===== src/rtl/id_ex_stage_pkg.sv =====
// Shared definitions for the ID/EX stage: ALU opcode constants, the
// register-zero index, the registered EX bundle and a few small helpers.
package id_ex_stage_pkg;

  localparam int XLEN   = 32;
  localparam int RIDX_W = 5;

  localparam logic [RIDX_W-1:0] REG_ZERO = 5'd0;

  // 6-bit ALU opcodes shared with the ALU
  localparam logic [5:0] ALU_ADDU  = 6'h00;
  localparam logic [5:0] ALU_ADD   = 6'h01;
  localparam logic [5:0] ALU_SUB   = 6'h02;
  localparam logic [5:0] ALU_SUBU  = 6'h03;
  localparam logic [5:0] ALU_AND   = 6'h04;
  localparam logic [5:0] ALU_OR    = 6'h05;
  localparam logic [5:0] ALU_XOR   = 6'h06;
  localparam logic [5:0] ALU_NOR   = 6'h07;
  localparam logic [5:0] ALU_SLT   = 6'h08;
  localparam logic [5:0] ALU_SLTU  = 6'h09;
  localparam logic [5:0] ALU_SLL   = 6'h0A;
  localparam logic [5:0] ALU_SRL   = 6'h0B;
  localparam logic [5:0] ALU_SRA   = 6'h0C;
  localparam logic [5:0] ALU_SLLV  = 6'h0D;
  localparam logic [5:0] ALU_SRLV  = 6'h0E;
  localparam logic [5:0] ALU_SRAV  = 6'h0F;
  localparam logic [5:0] ALU_ADDI  = 6'h10;
  localparam logic [5:0] ALU_ADDIU = 6'h11;
  localparam logic [5:0] ALU_ANDI  = 6'h12;
  localparam logic [5:0] ALU_ORI   = 6'h13;
  localparam logic [5:0] ALU_XORI  = 6'h14;
  localparam logic [5:0] ALU_SLTI  = 6'h15;
  localparam logic [5:0] ALU_SLTIU = 6'h16;
  localparam logic [5:0] ALU_LUI   = 6'h17;

  typedef struct packed {
    logic              valid;
    logic [XLEN-1:0]   pc;
    logic [RIDX_W-1:0] rs;
    logic [RIDX_W-1:0] rt;
    logic [RIDX_W-1:0] rd;
    logic [XLEN-1:0]   rs_data;
    logic [XLEN-1:0]   rt_data;
    logic [15:0]       imm16;
    logic [RIDX_W-1:0] shamt;
    logic [5:0]        alu_oper;
    logic              alu_src_imm;
    logic              imm_zext;
    logic              shift_shamt;
    logic              shift_var;
    logic              reg_write;
    logic              mem_read;
    logic              mem_write;
    logic              mem_to_reg;
  } ex_bundle_t;

  // A bubble is an all-zero bundle whose opcode is a harmless ADDU of 0+0.
  function automatic ex_bundle_t bubble_bundle();
    ex_bundle_t b;
    b          = '0;
    b.alu_oper = ALU_ADDU;
    return b;
  endfunction

  function automatic logic [XLEN-1:0] extend_imm(input logic [15:0] imm,
                                                  input logic        zext);
    return zext ? {16'b0, imm} : {{16{imm[15]}}, imm};
  endfunction

endpackage


===== src/rtl/id_ex_stage_fwd_unit.sv =====
// Operand forwarding select for one source register. EX/MEM has priority
// over MEM/WB; register zero always reads the register-file value.
import id_ex_stage_pkg::*;

module id_ex_stage_fwd_unit #(
  parameter int DATA_W = 32,
  parameter int REG_AW = 5
) (
  input  logic [REG_AW-1:0] src_idx_i,
  input  logic [DATA_W-1:0] reg_data_i,
  input  logic              exmem_reg_write_i,
  input  logic [REG_AW-1:0] exmem_rd_i,
  input  logic [DATA_W-1:0] exmem_result_i,
  input  logic              memwb_reg_write_i,
  input  logic [REG_AW-1:0] memwb_rd_i,
  input  logic [DATA_W-1:0] memwb_data_i,
  output logic [DATA_W-1:0] fwd_data_o
);

  logic exmem_hit;
  logic memwb_hit;

  assign exmem_hit = exmem_reg_write_i && (exmem_rd_i != REG_ZERO) &&
                     (exmem_rd_i == src_idx_i);
  assign memwb_hit = memwb_reg_write_i && (memwb_rd_i != REG_ZERO) &&
                     (memwb_rd_i == src_idx_i);

  // Newest producer wins
  always_comb begin
    fwd_data_o = reg_data_i;
    if (exmem_hit) begin
      fwd_data_o = exmem_result_i;
    end else if (memwb_hit) begin
      fwd_data_o = memwb_data_i;
    end
  end

endmodule


===== src/rtl/id_ex_stage.sv =====
// ID/EX pipeline stage: registers the decoded bundle, builds the ALU
// operand pair and detects hazards that need a bubble.
// Build option FORWARD_EN: when defined, EX/MEM and MEM/WB results are
// forwarded and only load-use hazards stall; when undefined there is no
// forwarding and any RAW hazard against EX or EX/MEM stalls.
import id_ex_stage_pkg::*;

module id_ex_stage #(
  parameter int DATA_W = 32,
  parameter int REG_AW = 5
) (
  input  logic              clk,
  input  logic              rst_n,
  input  logic              id_valid,
  input  logic [DATA_W-1:0] id_pc,
  input  logic [REG_AW-1:0] id_rs,
  input  logic [REG_AW-1:0] id_rt,
  input  logic [REG_AW-1:0] id_rd,
  input  logic [DATA_W-1:0] id_rs_data,
  input  logic [DATA_W-1:0] id_rt_data,
  input  logic [15:0]       id_imm16,
  input  logic [REG_AW-1:0] id_shamt,
  input  logic [5:0]        id_alu_oper,
  input  logic              id_use_rs,
  input  logic              id_use_rt,
  input  logic              id_alu_src_imm,
  input  logic              id_imm_zext,
  input  logic              id_shift_shamt,
  input  logic              id_shift_var,
  input  logic              id_reg_write,
  input  logic              id_mem_read,
  input  logic              id_mem_write,
  input  logic              id_mem_to_reg,
  input  logic              flush_i,
  input  logic              hold_i,
  input  logic              exmem_reg_write,
  input  logic [REG_AW-1:0] exmem_rd,
  input  logic [DATA_W-1:0] exmem_result,
  input  logic              memwb_reg_write,
  input  logic [REG_AW-1:0] memwb_rd,
  input  logic [DATA_W-1:0] memwb_data,
  output logic              stall_o,
  output logic              ex_valid,
  output logic [DATA_W-1:0] ex_pc,
  output logic [DATA_W-1:0] alu_a,
  output logic [DATA_W-1:0] alu_b,
  output logic [5:0]        alu_oper,
  output logic [DATA_W-1:0] ex_store_data,
  output logic [REG_AW-1:0] ex_rd,
  output logic              ex_reg_write,
  output logic              ex_mem_read,
  output logic              ex_mem_write,
  output logic              ex_mem_to_reg
);

  ex_bundle_t bundle_q, bundle_d;

  logic [DATA_W-1:0] fwd_rs;
  logic [DATA_W-1:0] fwd_rt;
  logic [DATA_W-1:0] imm_ext;

  logic ex_rd_nz;
  logic id_hits_ex;
  logic load_use;
  logic hazard;

  // ---------------------------------------------------------------------
  // Hazard detection against the instruction currently in EX (and, without
  // forwarding, the one in EX/MEM). hold_i masks the stall because the
  // front end is already frozen.
  // ---------------------------------------------------------------------
  assign ex_rd_nz   = (bundle_q.rd != REG_ZERO);
  assign id_hits_ex = (id_use_rs && (id_rs == bundle_q.rd)) ||
                      (id_use_rt && (id_rt == bundle_q.rd));
  assign load_use   = bundle_q.valid && bundle_q.mem_read && ex_rd_nz && id_hits_ex;

`ifdef FORWARD_EN
  assign hazard = load_use;
`else
  logic id_hits_exmem;
  logic raw_ex;
  logic raw_exmem;

  assign id_hits_exmem = (id_use_rs && (id_rs == exmem_rd)) ||
                         (id_use_rt && (id_rt == exmem_rd));
  assign raw_ex        = bundle_q.valid && bundle_q.reg_write && ex_rd_nz && id_hits_ex;
  assign raw_exmem     = exmem_reg_write && (exmem_rd != REG_ZERO) && id_hits_exmem;
  assign hazard        = load_use || raw_ex || raw_exmem;
`endif

  assign stall_o = id_valid && hazard && !hold_i;

  // Next bundle: hold > flush > stall bubble > load from decode
  always_comb begin
    bundle_d = bundle_q;
    if (hold_i) begin
      bundle_d = bundle_q;
    end else if (flush_i || stall_o) begin
      bundle_d = bubble_bundle();
    end else begin
      bundle_d.valid       = id_valid;
      bundle_d.pc          = id_pc;
      bundle_d.rs          = id_rs;
      bundle_d.rt          = id_rt;
      bundle_d.rd          = id_rd;
      bundle_d.rs_data     = id_rs_data;
      bundle_d.rt_data     = id_rt_data;
      bundle_d.imm16       = id_imm16;
      bundle_d.shamt       = id_shamt;
      bundle_d.alu_oper    = id_alu_oper;
      bundle_d.alu_src_imm = id_alu_src_imm;
      bundle_d.imm_zext    = id_imm_zext;
      bundle_d.shift_shamt = id_shift_shamt;
      bundle_d.shift_var   = id_shift_var;
      bundle_d.reg_write   = id_valid && id_reg_write;
      bundle_d.mem_read    = id_valid && id_mem_read;
      bundle_d.mem_write   = id_valid && id_mem_write;
      bundle_d.mem_to_reg  = id_valid && id_mem_to_reg;
    end
  end

  // Stage register
  always_ff @(posedge clk or negedge rst_n) begin
    if (!rst_n) begin
      bundle_q <= bubble_bundle();
    end else begin
      bundle_q <= bundle_d;
    end
  end

  // ---------------------------------------------------------------------
  // Operand sources
  // ---------------------------------------------------------------------
`ifdef FORWARD_EN
  id_ex_stage_fwd_unit #(
    .DATA_W (DATA_W),
    .REG_AW (REG_AW)
  ) u_fwd_rs (
    .src_idx_i         (bundle_q.rs),
    .reg_data_i        (bundle_q.rs_data),
    .exmem_reg_write_i (exmem_reg_write),
    .exmem_rd_i        (exmem_rd),
    .exmem_result_i    (exmem_result),
    .memwb_reg_write_i (memwb_reg_write),
    .memwb_rd_i        (memwb_rd),
    .memwb_data_i      (memwb_data),
    .fwd_data_o        (fwd_rs)
  );

  id_ex_stage_fwd_unit #(
    .DATA_W (DATA_W),
    .REG_AW (REG_AW)
  ) u_fwd_rt (
    .src_idx_i         (bundle_q.rt),
    .reg_data_i        (bundle_q.rt_data),
    .exmem_reg_write_i (exmem_reg_write),
    .exmem_rd_i        (exmem_rd),
    .exmem_result_i    (exmem_result),
    .memwb_reg_write_i (memwb_reg_write),
    .memwb_rd_i        (memwb_rd),
    .memwb_data_i      (memwb_data),
    .fwd_data_o        (fwd_rt)
  );
`else
  // Without forwarding the stall covers EX and EX/MEM, and MEM/WB is
  // handled by register-file write-before-read, so the result buses and
  // the registered indices are not needed here.
  logic unused_fwd;

  assign fwd_rs     = bundle_q.rs_data;
  assign fwd_rt     = bundle_q.rt_data;
  assign unused_fwd = ^{exmem_result, memwb_reg_write, memwb_rd, memwb_data,
                        bundle_q.rs, bundle_q.rt};
`endif

  assign imm_ext = extend_imm(bundle_q.imm16, bundle_q.imm_zext);

  // ALU operand A: shamt, low bits of rs, or rs itself
  always_comb begin
    alu_a = fwd_rs;
    if (bundle_q.shift_shamt) begin
      alu_a = {{(DATA_W-REG_AW){1'b0}}, bundle_q.shamt};
    end else if (bundle_q.shift_var) begin
      alu_a = {{(DATA_W-REG_AW){1'b0}}, fwd_rs[REG_AW-1:0]};
    end
  end

  // ALU operand B: extended immediate or rt (LUI shift is done by the ALU)
  always_comb begin
    alu_b = fwd_rt;
    if (bundle_q.alu_src_imm) begin
      alu_b = imm_ext;
    end
  end

  assign alu_oper      = bundle_q.alu_oper;
  assign ex_store_data = fwd_rt;
  assign ex_valid      = bundle_q.valid;
  assign ex_pc         = bundle_q.pc;
  assign ex_rd         = bundle_q.rd;
  assign ex_reg_write  = bundle_q.valid && bundle_q.reg_write;
  assign ex_mem_read   = bundle_q.valid && bundle_q.mem_read;
  assign ex_mem_write  = bundle_q.valid && bundle_q.mem_write;
  assign ex_mem_to_reg = bundle_q.valid && bundle_q.mem_to_reg;

endmodule


===== config.mk =====
export PLATFORM = sky130hd
export DESIGN_NAME = id_ex_stage
export DESIGN_NICKNAME = d
export VERILOG_FILES = /design/src/rtl/id_ex_stage_pkg.sv /design/src/rtl/id_ex_stage_fwd_unit.sv /design/src/rtl/id_ex_stage.sv
export SDC_FILE = /design/constraint.sdc
export NUM_CORES = 1
export LEC_CHECK = 0
export CAP_MARGIN = 20
export CORE_AREA = 2 2 147 149
export CTS_CLUSTER_SIZE = 25
export DETAILED_ROUTE_END_ITERATION = 16
export DIE_AREA = 0 0 149 151
export PLACE_DENSITY = 0.7
export SLEW_MARGIN = 20
export SYNTH_ARGS = -nofsm -noshare
export SYNTH_HDL_FRONTEND = slang
export SYNTH_HIERARCHICAL = 1
export SYNTH_SLANG_ARGS = --single-unit

===== constraint.sdc =====
create_clock -name clk -period 4.85 [get_ports clk]
set_input_delay 0.485 -clock clk [delete_from_list [all_inputs] [get_ports clk]]
set_output_delay 0.485 -clock clk [all_outputs]
set_load 0.01 [all_outputs]

# After elaboration in Yosys (flattened, before gate mapping)

Cells that the tools add are included.

Register bits after elaboration: 137
Latch bits: 0
RAM bits: 0
ROM bits: 0
Bits of input ports: 229
Output and inout bits: 145
Word-level logic and storage cells: 53
Memories kept: 0

$add $sub $neg: 0
Multiply operators: 0
Div/mod/pow operators: 0
$lt $le $gt $ge: 0
Eq/ne operators: 4
Shift-type cells: 0
Muxes and demuxes: 5
Bitwise operators: 0
Reductions and logical operators: 28

Operators with widths:

| operator          | count |
|---|---|
| $mux 147          | 1 |
| $mux 32           | 4 |
| $eq 5x5->1        | 4 |
| $logic_and 1x1->1 | 20 |
| $reduce_bool 5->1 | 2 |
| $logic_or 1x1->1  | 5 |
| $logic_not 1->1   | 1 |

# Longest topological paths before layout

Depth in word-level cells: 10
Depth in mapped cells: 7

# Least setup slack after synthesis

OpenSTA, ideal clock, no wires.

Kind: reg2reg
Start point: reg bundle_q (netlist bit ex_rd[1])
End point: reg bundle_q (netlist bit fwd_rs[21])
Arrival time: 2131 ps
Required time: 4784 ps
Path slack: 2653 ps
Cell stages (with the launch flop): 8
Period minus slack after synthesis: 2197 ps
Cells stage by stage: dfrtp_1 > or4_1 > o22a_1 > and2_1 > a221oi_2 > buf_4 > buf_4 > a22o_1

Word-level cells in the longest chain between the ends: 10
Elaborated cells between the ends (all ways): 16
Classes of those cells: eq/ne: 2; mux: 1; reduce/logical: 13

Ends and longest elaborated chain:

| item                                        | RTL line                             | source |
|---|---|---|
| start: declaration                          | id_ex_stage.sv:56                    | `ex_bundle_t bundle_q, bundle_d;` |
| start signal: assignment                    | id_ex_stage.sv:125                   | `bundle_q <= bubble_bundle();` |
| start signal: assignment                    | id_ex_stage.sv:127                   | `bundle_q <= bundle_d;` |
| $eq 5x5->1, on equally long branches        | id_ex_stage.sv:73, id_ex_stage.sv:74 |  |
| $logic_and 1x1->1, on equally long branches | id_ex_stage.sv:73, id_ex_stage.sv:74 |  |
| $logic_or 1x1->1                            | id_ex_stage.sv:73                    | `assign id_hits_ex = (id_use_rs && (id_rs == bundle_q.rd)) \|\|` |
| $logic_and 1x1->1, on equally long branches | id_ex_stage.sv:75, id_ex_stage.sv:86 |  |
| $logic_or 1x1->1 * (2 in a row)             | id_ex_stage.sv:88                    | `assign hazard = load_use \|\| raw_ex \|\| raw_exmem;` |
| $logic_and 1x1->1 * (2 in a row)            | id_ex_stage.sv:91                    | `assign stall_o = id_valid && hazard && !hold_i;` |
| $logic_or 1x1->1 *                          | id_ex_stage.sv:98                    | `end else if (flush_i \|\| stall_o) begin` |
| $mux 147 *                                  | id_ex_stage.sv:98                    |  |

Mark *: on every way between the ends. The rest lies on a longest branch, timed or not.
A chain may end at the register's enable or synchronous reset.

# Final worst setup path

Start point: in exmem_rd[0]
End point: out stall_o

Word-level cells in the longest chain between the ends: 7
Elaborated cells between the ends (all ways): 11
Classes of those cells: eq/ne: 2; reduce/logical: 9

Ends and longest elaborated chain:

| item                                        | RTL line                             | source |
|---|---|---|
| start: declaration                          | id_ex_stage.sv:37                    | `input logic [REG_AW-1:0] exmem_rd,` |
| $eq 5x5->1, on equally long branches        | id_ex_stage.sv:84, id_ex_stage.sv:85 |  |
| $logic_and 1x1->1, on equally long branches | id_ex_stage.sv:84, id_ex_stage.sv:85 |  |
| $logic_or 1x1->1                            | id_ex_stage.sv:84                    | `assign id_hits_exmem = (id_use_rs && (id_rs == exmem_rd)) \|\|` |
| $logic_and 1x1->1 *                         | id_ex_stage.sv:87                    | `assign raw_exmem = exmem_reg_write && (exmem_rd != REG_ZERO) && id_hits_exmem;` |
| $logic_or 1x1->1 *                          | id_ex_stage.sv:88                    |  |
| $logic_and 1x1->1 * (2 in a row)            | id_ex_stage.sv:91                    |  |
| end: declaration                            | id_ex_stage.sv:42                    | `output logic stall_o,` |

Marked as above.

==> out/qor.csv <==
stage,metric,value,unit
outcome,status,"finished, final reports clean",
worst_setup_path,worst path cell trace,clkdlybuf4s50_1 -> or4_1 -> o21a_1 -> and2_1 -> a22oi_1 -> nor2_1 -> clkdlybuf4s50_1,
yosys,post-synth cell types,23,
sta,crit share post-route,64.3,%
floorplanning,Chip Height,151,µm
routing,"antenna viol nets, final",0,
clock_network,Clock Latency Late Sink,0.41,ns
cells_and_area,proportion of layout cells with a drive suffix above 1,8.20,%
worst_setup_path,"critical path fanouts, max",3,
floorplanning,Initial Utilization,30.1,%
sta,post-layout min period,3.12,ns
worst_setup_path,CP endpoint,stall_o,
worst_setup_path,Critical path origin,exmem_rd[0],
cells_and_area,area growth from synthesis to final layout,52.3,%
yosys,Post-Syn Area,6270,µm²
sta,Fin. Hold Viols,0,
cells_and_area,multi-input logic area,2050,µm²
clock_network,CTS Buf Count,17,
worst_setup_path,"slowest stage cell, crit path",or4_1,
routing,first-pass iteration count of the detailed router,4,
worst_setup_path,R2R depth,6,
yosys,ys flop type,dfrtp_1,
yosys,"count leader, synth",dfrtp_1,
global_route,largest net degree at the start of global routing,101,
yosys,sequential fraction of the synthesis area,54.7,%
floorplanning,core area,20800,µm²
clock_network,CTS root buffer,clkbuf_16,
yosys,synth top area cells,"dfrtp_1 55%, a22o_1 19%, buf_4 10%, mux2_2 3.8%, and2_1 3.3%",
yosys,largest area contributor in the netlist,dfrtp_1,
yosys,"FF+latch count, synth",137,
yosys,asr flop ratio synth,100,%
cells_and_area,Final Non-Filler Cells,1020,
yosys,"Avg Cell Area, Syn",12.2,µm²
worst_setup_path,crit-path max cell delay,0.54,ns
floorplanning,I/O pins,374,
sta,relative slew slack,37.1,%
worst_setup_path,Crit Path Class,input port to output pin,
routing,Detailed Route Iter0 Violations,149,
placed_design,dpl cells,987,
floorplanning,FP Rows,53,
clock_network,"Hold-fix buffers, CTS",0,
worst_setup_path,Worst EP required,4.37,ns
sta,RSZ-0062 raised after global routing,false,
global_route,first-pass GRT wire length,27400,µm
clock_network,Clock Pin Slew Worst Setup and Hold Paths,0.07,ns
global_route,total grt overflow,0,
placed_design,dpl ws,1.65,ns
global_route,vias in the first global route,4749,
global_route,Global Route Usage Sum,15.7,%
worst_setup_path,Critical Path Start Type,input port,
routing,routed wire length,17900,µm
yosys,"top cells by count, synth","137 x dfrtp_1, 136 x a22o_1, 84 x buf_4",
yosys,Mapped Cells,515,
worst_setup_path,Worst EP arrival,2.63,ns
sta,final clock skew,0.00886,ns
sta,Final Setup Violations,0,
cells_and_area,Register Area,3430,µm²
routing,Routed WL per cell,17.5,µm
pwr,Power Dens Cells,338,nW/µm²
sta,Max Freq,0.321,GHz
placed_design,Post-DP HPWL,12200,µm
routing,Via density,4.63,
floorplanning,full die area,22500,µm²
sta,final worst setup slack,1.73,ns
sta,Worst Tran Pin Value,0.943,ns
worst_setup_path,critical path capture point type,output pin,
worst_setup_path,Reg-to-Reg End,ex_pc[25],
pwr,standby leakage power,0.00410,µW
clock_network,H-Tree Depth,4,
yosys,syn_nets,744,
clock_network,post-CTS resize count,0,
global_route,initial antenna violation count,1,
placed_design,buffers added on ports,303,
clock_network,"Setup Fix Bufs, Post-CTS",0,
clock_network,CTS max path bufs,2,
floorplanning,Die Span X,149,µm
cells_and_area,fillers,1949,
pwr,maximum vdd drop,0.000211,V
yosys,Post-synth EDFFs,0,
placed_design,placer congestion estimate,0.781,
worst_setup_path,cell mode on critical path,clkdlybuf4s50_1,
clock_network,CTS tree,yes,
worst_setup_path,FF-to-FF setup slack,2.09,ns
clock_network,sinks on the clock net,137,
cells_and_area,layout net count,960,
yosys,top cell type's share of synthesized area,54.7,%
routing,routed via count,4723,
job,# Max-Cap Violations,0,
sta,setup TNS,0,ns
routing,DR DRC count,0,
worst_hold_path,HP Class,input port to asynchronous set/reset pin,
worst_setup_path,FF-to-FF Start,ex_rd[1],
sta,final max-slew violation count,0,
yosys,synth warn,6,
per-stage QoR:
stage / instance area, µm² / util, % / total power, µW / hold slack, ns
CTS: 9550 / 45.9 / 3290 / 0.208
floorplan: 6270 / - / 1610 / 0.189
finish: 9550 / 45.9 / 3230 / 0.165
global placement: 8960 / 43.0 / 1950 / 0.479
global route: 9550 / 45.9 / 3390 / 0.217
detailed placement: 8960 / 43.0 / 1960 / 0.483
sequential cells by signal, summed over array words and instances, names as in the netlist:
| register | flops |
|---|---|
| bundle_q | 29 |
| ex_pc | 32 |
| ex_store_data | 32 |
| ex_rd | 5 |
| fwd_rs | 32 |
| alu_oper | 6 |
| ex_valid | 1 |
layout by cell type, fill, tap and decap left out, types with 2 or more instances in the layout:
cell type / synthesis / final
clkinv_4: 0 / 3
or4_1: 2 / 2
nand4_1: 4 / 4
bufinv_16: 0 / 2
inv_1: 16 / 16
nand2_1: 5 / 5
a22o_1: 136 / 136
xnor2_1: 20 / 20
nor2_1: 3 / 3
o21ai_0: 16 / 16
clkbuf_1: 23 / 2
o22ai_1: 2 / 2
clkinvlp_4: 0 / 3
clkdlybuf4s50_1: 0 / 301
inv_6: 0 / 3
buf_4: 84 / 7
clkbuf_16: 0 / 17
mux2_2: 21 / 21
and2_1: 33 / 33
dfrtp_1: 137 / 137
where the power goes:
group	total [µW]	switching, µW	internal, µW
clock	1300	527	778
sequential	1290	59.2	1230
combinational	635	244	391
layout make-up:
cell class / count / share of cell area [%]
Antenna cell: 1 / 0.0262
Clock buffer: 20 / 4.68
Clock inverter: 12 / 1.47
Inverter: 16 / 0.629
Multi-Input combinational cell: 250 / 21.5
Sequential cell: 137 / 35.9
Tap cell: 275 / 3.60
Timing Repair Buffer: 309 / 32.2
worst min path at each step:
stage,to,slack (ns)
global placement,fwd_rs[6],0.48
finish,ex_store_data[12],0.17
floorplan,alu_oper[0],0.19
CTS,ex_store_data[19],0.21
detailed placement,fwd_rs[12],0.48
global route,ex_store_data[19],0.22
logic make-up after synthesis:
logic type / share of synthesized area [%]
flip-flops: 54.7
multiplexers: 3.77
AND/OR/NAND/NOR: 4.63
XOR/XNOR: 2.79
AO/OA/AOI/OAI: 21.3
buffers and inverters: 12.8
metal layers:
layer | routed length [µm] | GRT usage, % | vias to the layer above
li1 | - | - | 2225
met1 | 7560 | 20.3 | 2283
met2 | 8340 | 24.2 | 194
met3 | 1650 | 6.23 | 21
met4 | 299 | 4.86 | 0
met5 | 0 | 0 | -
worst max-delay path: cells and delay by family:
kind	cells	cell delay, ns
buf+inv	2	1.01
compound gates	2	0.35
simple gates	3	0.78
No activity file was read; power rests on OpenSTA's default activity.
==> RTL change, RTL diff (same settings) <==
Reset style: synchronous (`rst_n`), changed in one clocked block.
--- a/src/rtl/id_ex_stage.sv
+++ b/src/rtl/id_ex_stage.sv
@@ -121,5 +121,5 @@
 
   // Stage register
-  always_ff @(posedge clk or negedge rst_n) begin
+  always_ff @(posedge clk) begin
     if (!rst_n) begin
       bundle_q <= bubble_bundle();
Behaviour: differs if rst_n is asserted again (counterexample within 4 cycles, from zero or initial values and one cycle with rst_n low); with rst_n held inactive, the same outputs for 4 cycles.
==> RTL change against the original RTL <==
- wire length is 12% higher
- final area is 0.66% higher
- via count is 27% higher
- power is 8.1% lower
- area after synthesis is 1.4% higher
- cell count is 26% higher
- worst setup slack worse by 0.043 ns
- sequential cell count stayed put
- critical path type unchanged
- largest cell class is now buffers
==> RTL change: results (changes against the original RTL) <==
metric	value	unit	change
slowest_stage	clkdlybuf4s50_1		
drive_above_1_share	0.0640		-0.0179
slowest_delay	0.63	ns	+0.09 ns
grt_pass1_vias	5732		+21%
dr_total_vias	6007		+27%
synth_common_cells	dfxtp_1 (137), nand2_1 (137), nand3_1 (132)		
synth_area_leaders	dfxtp_1 (43%), nand3_1 (10%), o21ai_0 (10%)		
finalClockSkew	0.00947	ns	+0.000605 ns
yosysSeqAreaShare	0.431		-0.115
track_usage	0.173		+0.0161
worstReg2RegEnd	ex_rd[1]$_SDFFE_PN0N_		
relSlewSlack	0.372		+0.000378
synth-main-ff-cell	dfxtp_1		
ff2ff_path_depth	6		unchanged
antenna_found_initial	0		-1
worstPathArrival	2.68	ns	+0.05 ns
n_fill_cell	2067		+6.1%
grt_max_degree	83		-18%
grt_pass1_wl	30900	um	+13%
clkSlewWorstSetupHoldPaths	0.06	ns	
reg2reg_slack	2.34	ns	+0.25 ns
syn_nets	1042		+40%
gp_congestion	0.773		-1.0%
drt_iter0_drc	234		+57%
timing.rr.start	ex_rd[4]$_SDFFE_PN0N_		
antennaDiodeCount	0		-1
p_leak	3.39	nW	-17%
min_path_type	flop to flop		
status	completed		
ir_drop	0.222	mV	+5.2%
cp-startpoint	id_rt[4]		
drt_wl_total	20000	um	+12%
async_flop_share	0		-1.00
dp_hpwl	13400	um	+10%
layout.nets	1231		+28%
==> RTL change: kinds of logic after synthesis <==
kind of cell,after synthesis,synth area share
simple gates,315,0.230
buf+inv,162,0.145
mux,21,0.0372
flops,137,0.431
compound gates,158,0.129
xor+xnor,20,0.0275
==> RTL change: worst max-delay path: cells and delay by family <==
| family | cells | cell delay [ns] |
|---|---|---|
| buf+inv | 2 | 1.10 |
| xor+xnor | 1 | 0.17 |
| compound gates | 2 | 0.57 |
| simple gates | 1 | 0.35 |
==> RTL change: layer usage <==
| metal | up-vias | wire length [um] | GRT usage |
|---|---|---|---|
| li1 | 3017 | - | - |
| met1 | 2782 | 8630 | 0.215 |
| met2 | 187 | 9480 | 0.280 |
| met3 | 21 | 1520 | 0.0611 |
| met4 | 0 | 364 | 0.0548 |
| met5 | - | 0 | 0 |
==> RTL change: power breakdown <==
part	leakage, nW	total, W	switching [W]	internal (W)
logic	1.98	0.000403	0.000166	0.000237
clock network	0.291	0.00137	0.000504	0.000865
registers	1.12	0.00120	0.0000263	0.00117
==> RTL change: layout make-up <==
class,count,area [um2],area share
Clock buffer,22,484,0.0504
Clock inverter,10,141,0.0147
Inverter,20,75.1,0.00781
Multi-Input combinational cell,514,2720,0.282
Sequential cell,137,2740,0.285
Tap cell,275,344,0.0358
Timing Repair Buffer,312,3110,0.324
==> RTL change: worst min path at each step <==
stage,from,to,slack (ns),cells after the start
5_1_grt,fwd_rs[27]$_SDFFE_PN0N_,fwd_rs[27]$_SDFFE_PN0N_,0.46,2
6_report,fwd_rs[23]$_SDFFE_PN0N_,fwd_rs[23]$_SDFFE_PN0N_,0.44,2
3_5_place_dp,fwd_rs[23]$_SDFFE_PN0N_,fwd_rs[23]$_SDFFE_PN0N_,0.43,2
4_1_cts,fwd_rs[23]$_SDFFE_PN0N_,fwd_rs[23]$_SDFFE_PN0N_,0.44,2
2_1_floorplan,bundle_q[6]$_SDFFE_PN0N_,bundle_q[6]$_SDFFE_PN0N_,0.42,2
3_3_place_gp,fwd_rs[19]$_SDFFE_PN0N_,fwd_rs[19]$_SDFFE_PN0N_,0.43,2
==> RTL change: metrics by stage <==
stage | hold slack, ns | area, um2 | utilization | cells | setup WS, ns
3_3_place_gp | 0.425 | 8990 | 0.432 | 1258 | 1.72
2_1_floorplan | 0.416 | 6360 | - | 813 | 2.67
5_1_grt | 0.458 | 9610 | 0.462 | 1290 | 1.57
6_report | 0.437 | 9610 | 0.462 | 1290 | 1.69
4_1_cts | 0.440 | 9610 | 0.462 | 1290 | 1.68
3_5_place_dp | 0.432 | 8990 | 0.432 | 1258 | 1.69
